--- config.mk ---
export PLATFORM = sky130hd
export DESIGN_NAME = uart_tx
export DESIGN_NICKNAME = d
export VERILOG_FILES = /design/src/rtl/uart_pkg.sv /design/src/rtl/uart_tx.sv
export SDC_FILE = /design/constraint.sdc
export NUM_CORES = 1
export LEC_CHECK = 0
export BUFFER_PORTS_ARGS = -buffer_cell sky130_fd_sc_hd__buf_2
export CAP_MARGIN = 20
export CORE_MARGIN = 4
export CORE_UTILIZATION = 24
export DETAILED_ROUTE_END_ITERATION = 10
export SKIP_LAST_GASP = 1
export SLEW_MARGIN = 20
export SYNTH_ARGS = -nofsm -noshare
export SYNTH_HDL_FRONTEND = slang
export SYNTH_SLANG_ARGS = --single-unit
export TNS_END_PERCENT = 100
--- constraint.sdc ---
create_clock -name sysclk -period 2.9 [get_ports sysclk]
set_input_delay 0.29 -clock sysclk [delete_from_list [all_inputs] [get_ports sysclk]]
set_output_delay 0.29 -clock sysclk [all_outputs]
set_load 0.01 [all_outputs]
--- src/rtl/uart_pkg.sv ---
// Shared UART definitions.
// Holds the frame-sequencer state encoding and the 8N1 frame constants so a
// companion receiver can decode the same frame format from one place.
package uart_pkg;

  typedef enum logic [2:0] {
    IDLE  = 3'd0,
    START = 3'd1,
    DATA  = 3'd2,
    STOP  = 3'd3,
    DONE  = 3'd4
  } state_t;

  localparam int   DATA_BITS  = 8;
  localparam int   STOP_BITS  = 1;
  localparam logic IDLE_LEVEL = 1'b1;

endpackage

--- src/rtl/uart_tx.sv ---
// Byte-wide UART transmitter, 8N1 framing (start, 8 data bits LSB first, stop).
//
// Ports:
//   sysclk       in   system clock, all logic on its rising edge
//   reset        in   synchronous active-high reset, aborts any frame in flight
//   i_Tx_start   in   one-cycle request to send i_Tx_Byte (ignored while active)
//   i_Tx_Byte    in   byte to send, latched only when a start is accepted
//   o_Tx_Serial  out  serial line, idles high
//   o_Tx_Active  out  high from the start bit through the end of the stop bit
//   o_Tx_Done    out  one-cycle pulse as the stop bit ends
//   o_dbg_state  out  current sequencer state (uart_pkg::state_t encoding)
//
// Handshake: a start is taken on any rising edge where i_Tx_start=1 and
// o_Tx_Active=0 (IDLE or DONE). Starts while o_Tx_Active=1 are dropped, not
// queued. o_Tx_Active rises the cycle after the accepted start and o_Tx_Done
// pulses for exactly one cycle with o_Tx_Active already low.
module uart_tx
  import uart_pkg::*;
#(
  parameter int CLKS_PER_BIT = 868
) (
  input  logic       sysclk,
  input  logic       reset,
  input  logic       i_Tx_start,
  input  logic [7:0] i_Tx_Byte,
  output logic       o_Tx_Serial,
  output logic       o_Tx_Active,
  output logic       o_Tx_Done,
  output logic [2:0] o_dbg_state
);

  localparam int BAUD_W = $clog2(CLKS_PER_BIT);
  localparam logic [BAUD_W-1:0] BAUD_LAST = BAUD_W'(CLKS_PER_BIT - 1);
  localparam logic [2:0]        BIT_LAST  = 3'(DATA_BITS - 1);

  state_t            state_q;
  logic [BAUD_W-1:0] baud_q;
  logic [2:0]        bit_idx_q;
  logic [7:0]        data_q;
  logic              serial_q;
  logic              active_q;
  logic              done_q;

  logic [BAUD_W-1:0] baud_d;
  logic [2:0]        bit_idx_d;
  logic              bit_end;

  assign baud_d    = baud_q + 1'b1;
  assign bit_idx_d = bit_idx_q + 3'd1;
  // Last cycle of the current bit period; the next edge moves to the next bit.
  assign bit_end   = (baud_q == BAUD_LAST);

  always_ff @(posedge sysclk) begin
    if (reset) begin
      state_q   <= IDLE;
      baud_q    <= '0;
      bit_idx_q <= '0;
      data_q    <= '0;
      serial_q  <= IDLE_LEVEL;
      active_q  <= 1'b0;
      done_q    <= 1'b0;
    end else begin
      done_q <= 1'b0;
      case (state_q)
        // DONE behaves like IDLE for acceptance so a controller restarting on
        // the falling edge of o_Tx_Active gets no extra idle gap.
        IDLE, DONE: begin
          if (i_Tx_start) begin
            data_q    <= i_Tx_Byte;
            active_q  <= 1'b1;
            serial_q  <= 1'b0;
            baud_q    <= '0;
            bit_idx_q <= '0;
            state_q   <= START;
          end else begin
            serial_q <= IDLE_LEVEL;
            state_q  <= IDLE;
          end
        end
        START: begin
          if (bit_end) begin
            baud_q    <= '0;
            bit_idx_q <= '0;
            serial_q  <= data_q[0];
            state_q   <= DATA;
          end else begin
            baud_q <= baud_d;
          end
        end
        DATA: begin
          if (bit_end) begin
            baud_q    <= '0;
            // Index wraps 7->0 on the way out, ready for the next frame.
            bit_idx_q <= bit_idx_d;
            if (bit_idx_q == BIT_LAST) begin
              serial_q <= IDLE_LEVEL;
              state_q  <= STOP;
            end else begin
              serial_q <= data_q[bit_idx_d];
            end
          end else begin
            baud_q <= baud_d;
          end
        end
        STOP: begin
          if (bit_end) begin
            baud_q   <= '0;
            active_q <= 1'b0;
            done_q   <= 1'b1;
            state_q  <= DONE;
          end else begin
            baud_q <= baud_d;
          end
        end
        default: begin
          serial_q <= IDLE_LEVEL;
          active_q <= 1'b0;
          baud_q   <= '0;
          state_q  <= IDLE;
        end
      endcase
    end
  end

  assign o_Tx_Serial = serial_q;
  assign o_Tx_Active = active_q;
  assign o_Tx_Done   = done_q;
  assign o_dbg_state = state_q;

endmodule

### Yosys cells after proc, flatten, opt, wreduce, memory -nomap -nowiden

Cells that the tools add are included.

| storage, ports and cells | value |
|---|---|
| register bits | 27 |
| input port bits | 11 |
| output and inout bits | 6 |

| operators by class | value |
|---|---|
| add/sub/neg operators | 2 |
| order comparisons | 1 |
| equal/unequal tests | 11 |
| mux-type cells | 24 |
| bitwise gates (word level) | 2 |
| reductions and logical operators | 11 |

Operators by type and width:

| operator | count |
|---|---|
| 2-to-1 mux 3 bit | 7 |
| 2-to-1 mux 10 bit | 2 |
| one-hot mux 10 bit (2 select lines) | 1 |
| one-hot mux 3 bit (4 select lines) | 1 |
| adder 10 x 1 -> 10 bit (second input constant) | 1 |
| equality test 10 bit (second input constant) | 1 |
| inequality test 2 bit (second input constant) | 5 |
| 2-to-1 mux 1 bit | 9 |
| one-hot mux 3 bit (3 select lines) | 1 |
| AND reduction 4 bit | 2 |
| equality test 3 x 2 -> 1 bit (second input constant) | 2 |
| equality test 3 bit (second input constant) | 2 |
| AND reduction 3 bit | 2 |
| OR reduction 2 bit | 3 |
| < comparator 3 x 4 -> 1 bit (second input constant) | 1 |
| one-hot mux 1 bit (4 select lines) | 1 |
| adder 3 x 1 -> 3 bit (second input constant) | 1 |
| binary-select mux 1 bit (select 3 bit) | 1 |
| equality test 3 x 1 -> 1 bit (second input constant) | 1 |
| logical NOT 3 bit | 1 |
| one-hot mux 1 bit (3 select lines) | 1 |
| nonzero test 3 bit | 1 |
| OR reduction 3 bit | 1 |
| inverter 1 bit | 2 |
| AND reduction 2 bit | 1 |

### Depth between registers and ports, before layout

| depth | value |
|---|---|
| depth in word-level cells | 6 |
| gate-level depth with buffers | 7 |
| depth with buffers taken out | 7 |

### Worst setup path before layout

Ideal clock, no wire load.

| timing | value |
|---|---|
| path kind | reg2reg |
| start | register bit_idx_q[0] |
| end | register serial_q, in the netlist o_Tx_Serial |
| arrival time | 1811 ps |
| data required time | 2779 ps |
| setup slack | 968 ps |
| cell stages (with the launch flop) | 8 |
| buffers on the path | 0 |
| cells stage by stage | dfxtp_1 > ha_1 > ha_1 > mux4_2 > nand3b_1 > o311ai_0 > nor4_1 > nor2_1 |

| between the ends | value |
|---|---|
| longest elaborated chain between the ends | 6 |

Ends and longest elaborated chain:

| what | line | text |
|---|---|---|
| from (decl) | uart_tx.sv:38 | `logic [2:0] bit_idx_q;` |
| from (signal assigned) | uart_tx.sv:94 | `bit_idx_q <= bit_idx_d;` |
| adder 3 x 1 -> 3 bit | uart_tx.sv:49 | `assign bit_idx_d = bit_idx_q + 3'd1;` |
| binary-select mux 1 bit (select 3 bit) | uart_tx.sv:99 | `serial_q <= data_q[bit_idx_d];` |
| 2-to-1 mux 1 bit (not written as such) | uart_tx.sv:99 |  |
| 2-to-1 mux 1 bit * | uart_tx.sv:95 | `if (bit_idx_q == BIT_LAST) begin` |
| 2-to-1 mux 1 bit * | uart_tx.sv:91 | `if (bit_end) begin` |
| one-hot mux 1 bit (4 select lines) * | uart_tx.sv:64 | `case (state_q)` |
| to (signal assigned) | uart_tx.sv:84 | `serial_q <= data_q[0];` |
| to (signal assigned) | uart_tx.sv:99 |  |
| to (decl) | uart_tx.sv:40 | `logic serial_q;` |

Every way passes the cells marked *; elsewhere a longest branch is shown, timed or not. The select of a mux whose other input is x is not followed.
A chain may end at the register's enable or synchronous reset.

### Worst setup path after layout

Ends and elaborated chain as after synthesis.

==> results_dict.tcl <==
set metrics [dict create \
    relSlewSlack_pct 66.8 \
    seq_power_share_pct 58.6 \
    critPathMaxFanout 5 \
    cap_violations 0 \
    grt_pass1_wl_um 4330 \
    status "finished, final reports clean" \
    synthesis.nets 161 \
    start_kind "flop" \
    power_frac_clock_pct 31.4 \
    finalNetCount 176 \
    min_period_ns 2.06 \
    ys_ff_latch 27 \
    netlist_area_sq_mm 0.00129 \
    layout-drive-gt1-share_pct 18.0 \
    synth_cells 147 \
    dieArea_sq_mm 0.00663 \
    rsz0062_at_grt "false" \
    hold_class "in -> reg" \
    tns_ns 0 \
    cp_cell_sequence "ha_1 > ha_1 > mux4_2 > nand3b_1 > o311ai_0 > nor4_1 > nor2_1" \
    crit_path_end_kind "flop" \
    drv_slew 0 \
    insertion_delay_ns 0.27 \
    routabilityCongestion 0.796 \
    hold_slack_ns 0.244 \
    synthToLayoutAreaGrowth_pct 13.3 \
    yosysWarnings 0 \
    drc 0 \
    finalCritPeriodShare_pct 70.9 \
    setup_viol 0 \
    hold_buffers 0 \
    clock-sinks 27 \
    yosysTopAreaCellShare_pct 41.7 \
    cts_tree "done" \
    htree_levels 1 \
    dpl.hpwl_um 1850 \
    critical_path_class "reg -> reg" \
    switching_share_pct 24.4 \
    yosys.area.top_type "dfxtp_1" \
    power_uw 671 \
    wl_um 2500 \
    die_h_um 81.5 \
    clk_pin_slew_ns 0.09 \
    ys_seq_area_share_pct 41.7 \
    core-area_sq_mm 0.00517 \
    detail-route-antenna-nets 0 \
    cp_slowest_cell "mux4_2" \
    syn_avg_cell_area_sq_um 8.81 \
    cts_max_path_buffers 2 \
    initial_core_util_pct 25.0 \
    firstDrtPassIters 4 \
    grt-ovfl-total 0 \
    slowest_delay_ns 0.51 \
    cts_root_buffer "clkbuf_8" \
    grt_start_max_net_pins 22 \
    vias 984 \
    crit_arrival_ns 2.23 \
    hold_viol_final 0 \
    peakVddDrop_mv 0.236 \
    power.leakage_uw 0.000529 \
    crit_required_ns 3.07 \
    switching_power_uw 163 \
    rows 26 \
    viasPerCell 4.26 \
    fmax_mhz 486 \
    grt_use_total_pct 8.19 \
    die_w_um 81.5 \
    post-cts-setup-buffers 0 \
    power_density_mw_per_mm2 457 \
    antenna_found_initial 0 \
    internal_power_uw 507 \
    wire_per_inst_um 10.8 \
    portBuffers 16 \
    combPwrFrac_pct 10.0 \
    tightest_slew_ns 0.494 \
    first_global_vias 923 \
    synth.distinct_cells 34 \
    drtIter0Drc 26 \
    synth_area_leaders "dfxtp_1, nand2_1, a21oi_1, xor2_1, nor2_1" \
    ios 17 \
    cts_resized 0 \
    fin_worst_skew_ns 0.00810 \
    cts_buffers 3 \
    crit_top_cell "ha_1" \
    n_antenna_cell 0 \
]
## flip-flops by register name, indices dropped and copies added, names as in the netlist
signal and count:
baud_q 10, bit_idx_q 3, data_q 8, o_Tx_Active 1
o_Tx_Done 1, o_Tx_Serial 1, o_dbg_state 3
## worst paths after layout
path / start / cells after the start / slack (ns) / to
min reg2reg: data_q[7] / 2 / 0.46 / data_q[7]
max reg2reg: bit_idx_q[0] / 7 / 0.84 / o_Tx_Serial
min: i_Tx_Byte[3] / 3 / 0.24 / data_q[3]
max: bit_idx_q[0] / 7 / 0.84 / o_Tx_Serial
## worst max-delay path: cells and delay by family (launching register included)
family | cells | cell delay (ns)
muxes | 1 | 0.51
and+or+nand+nor | 3 | 0.40
DFF | 1 | 0.37
AOI/OAI and AO/OA | 1 | 0.12
adders and majority gates | 2 | 0.56
## routing by layer
metal / vias to the layer above / global-route usage, % / routed length [um]
met4: 0 / 3.04 / 30
met3: 2 / 1.32 / 60
li1: 538 / - / -
met5: - / 0 / 0
met1: 429 / 12.4 / 1370
met2: 15 / 11.5 / 1030
## placed cells by master, fill, tap and decap left out
cell type	netlist	routed
inv_1	1	1
nor2_1	13	13
o21ai_0	2	2
nor3_4	1	1
and2_1	1	1
mux2i_1	1	1
nor4_1	1	1
nand3b_1	4	4
a21oi_2	1	1
nand4_1	3	3
o31a_1	1	1
ha_1	3	3
o311ai_0	1	1
o21ba_2	1	1
buf_2	0	16
xnor2_1	2	2
or3_1	4	4
nor3_1	9	9
mux4_2	2	2
nand2b_1	2	2
dfxtp_1	27	27
clkinv_2	0	1
a21oi_1	18	18
o31ai_1	1	1
o21bai_4	1	1
nor2b_1	2	2
nor3b_1	1	1
clkbuf_8	0	3
xor2_1	6	6
nor2_2	2	2
a22oi_1	1	1
nand4bb_4	1	1
and3_1	1	1
nand2_1	27	27
## per-stage QoR
stage	util (%)	setup slack [ns]	cells	cell area, sq um
global route	28.4	0.641	231	1470
detailed placement	27.5	0.827	227	1420
global placement	27.5	0.894	227	1420
floorplan	-	0.968	147	1290
finish	28.4	0.843	231	1470
CTS	28.4	0.822	231	1470
## logic make-up (layout without fill, tap and decap cells)
group,Yosys count,count (layout),share of synthesized area [%]
mux,3,3,4.25
xor+xnor,8,8,5.41
fa+ha+maj,3,3,2.90
simple gates,72,72,29.1
flops,27,27,41.7
buf+inv,7,21,3.48
compound gates,27,27,13.1
## synthesized netlist by cell type, drive strengths merged
master   count
nor3        10
nor4         1
xnor2        2
nor3b        1
and2         1
nand3b       4
nor2        15
buf          3
nand4bb      1
and3         1
dfxtp       27
o31a         1
clkbuf       3
o311ai       1
o21bai       1
nor2b        2
nand2b       2
o21ba        1
o31ai        1
inv          1
nand4        3
xor2         6
a22oi        1
a21oi       19
o21ai        2
ha           3
nand2       27
or3          4
mux2i        1
mux4         2
## power by group through the flow
stage	Sequential [uW]	Combinational, uW	Clock [uW]
floorplan	400	51.5	0
global placement	402	67.7	0
detailed placement	402	68.0	0
CTS	393	68.2	220
global route	396	75.9	240
finish	393	67.1	210
## area by class of cell
cell class,instances,area (sq um)
well taps,70,87.6
inverters,1,3.75
clock inverters,1,5.00
multi-input cells,113,709
flip-flops and latches,27,541
repair buffers,16,80.1
fillers,560,3700
clock buffers,3,41.3
(Power assumes the default switching activity.)
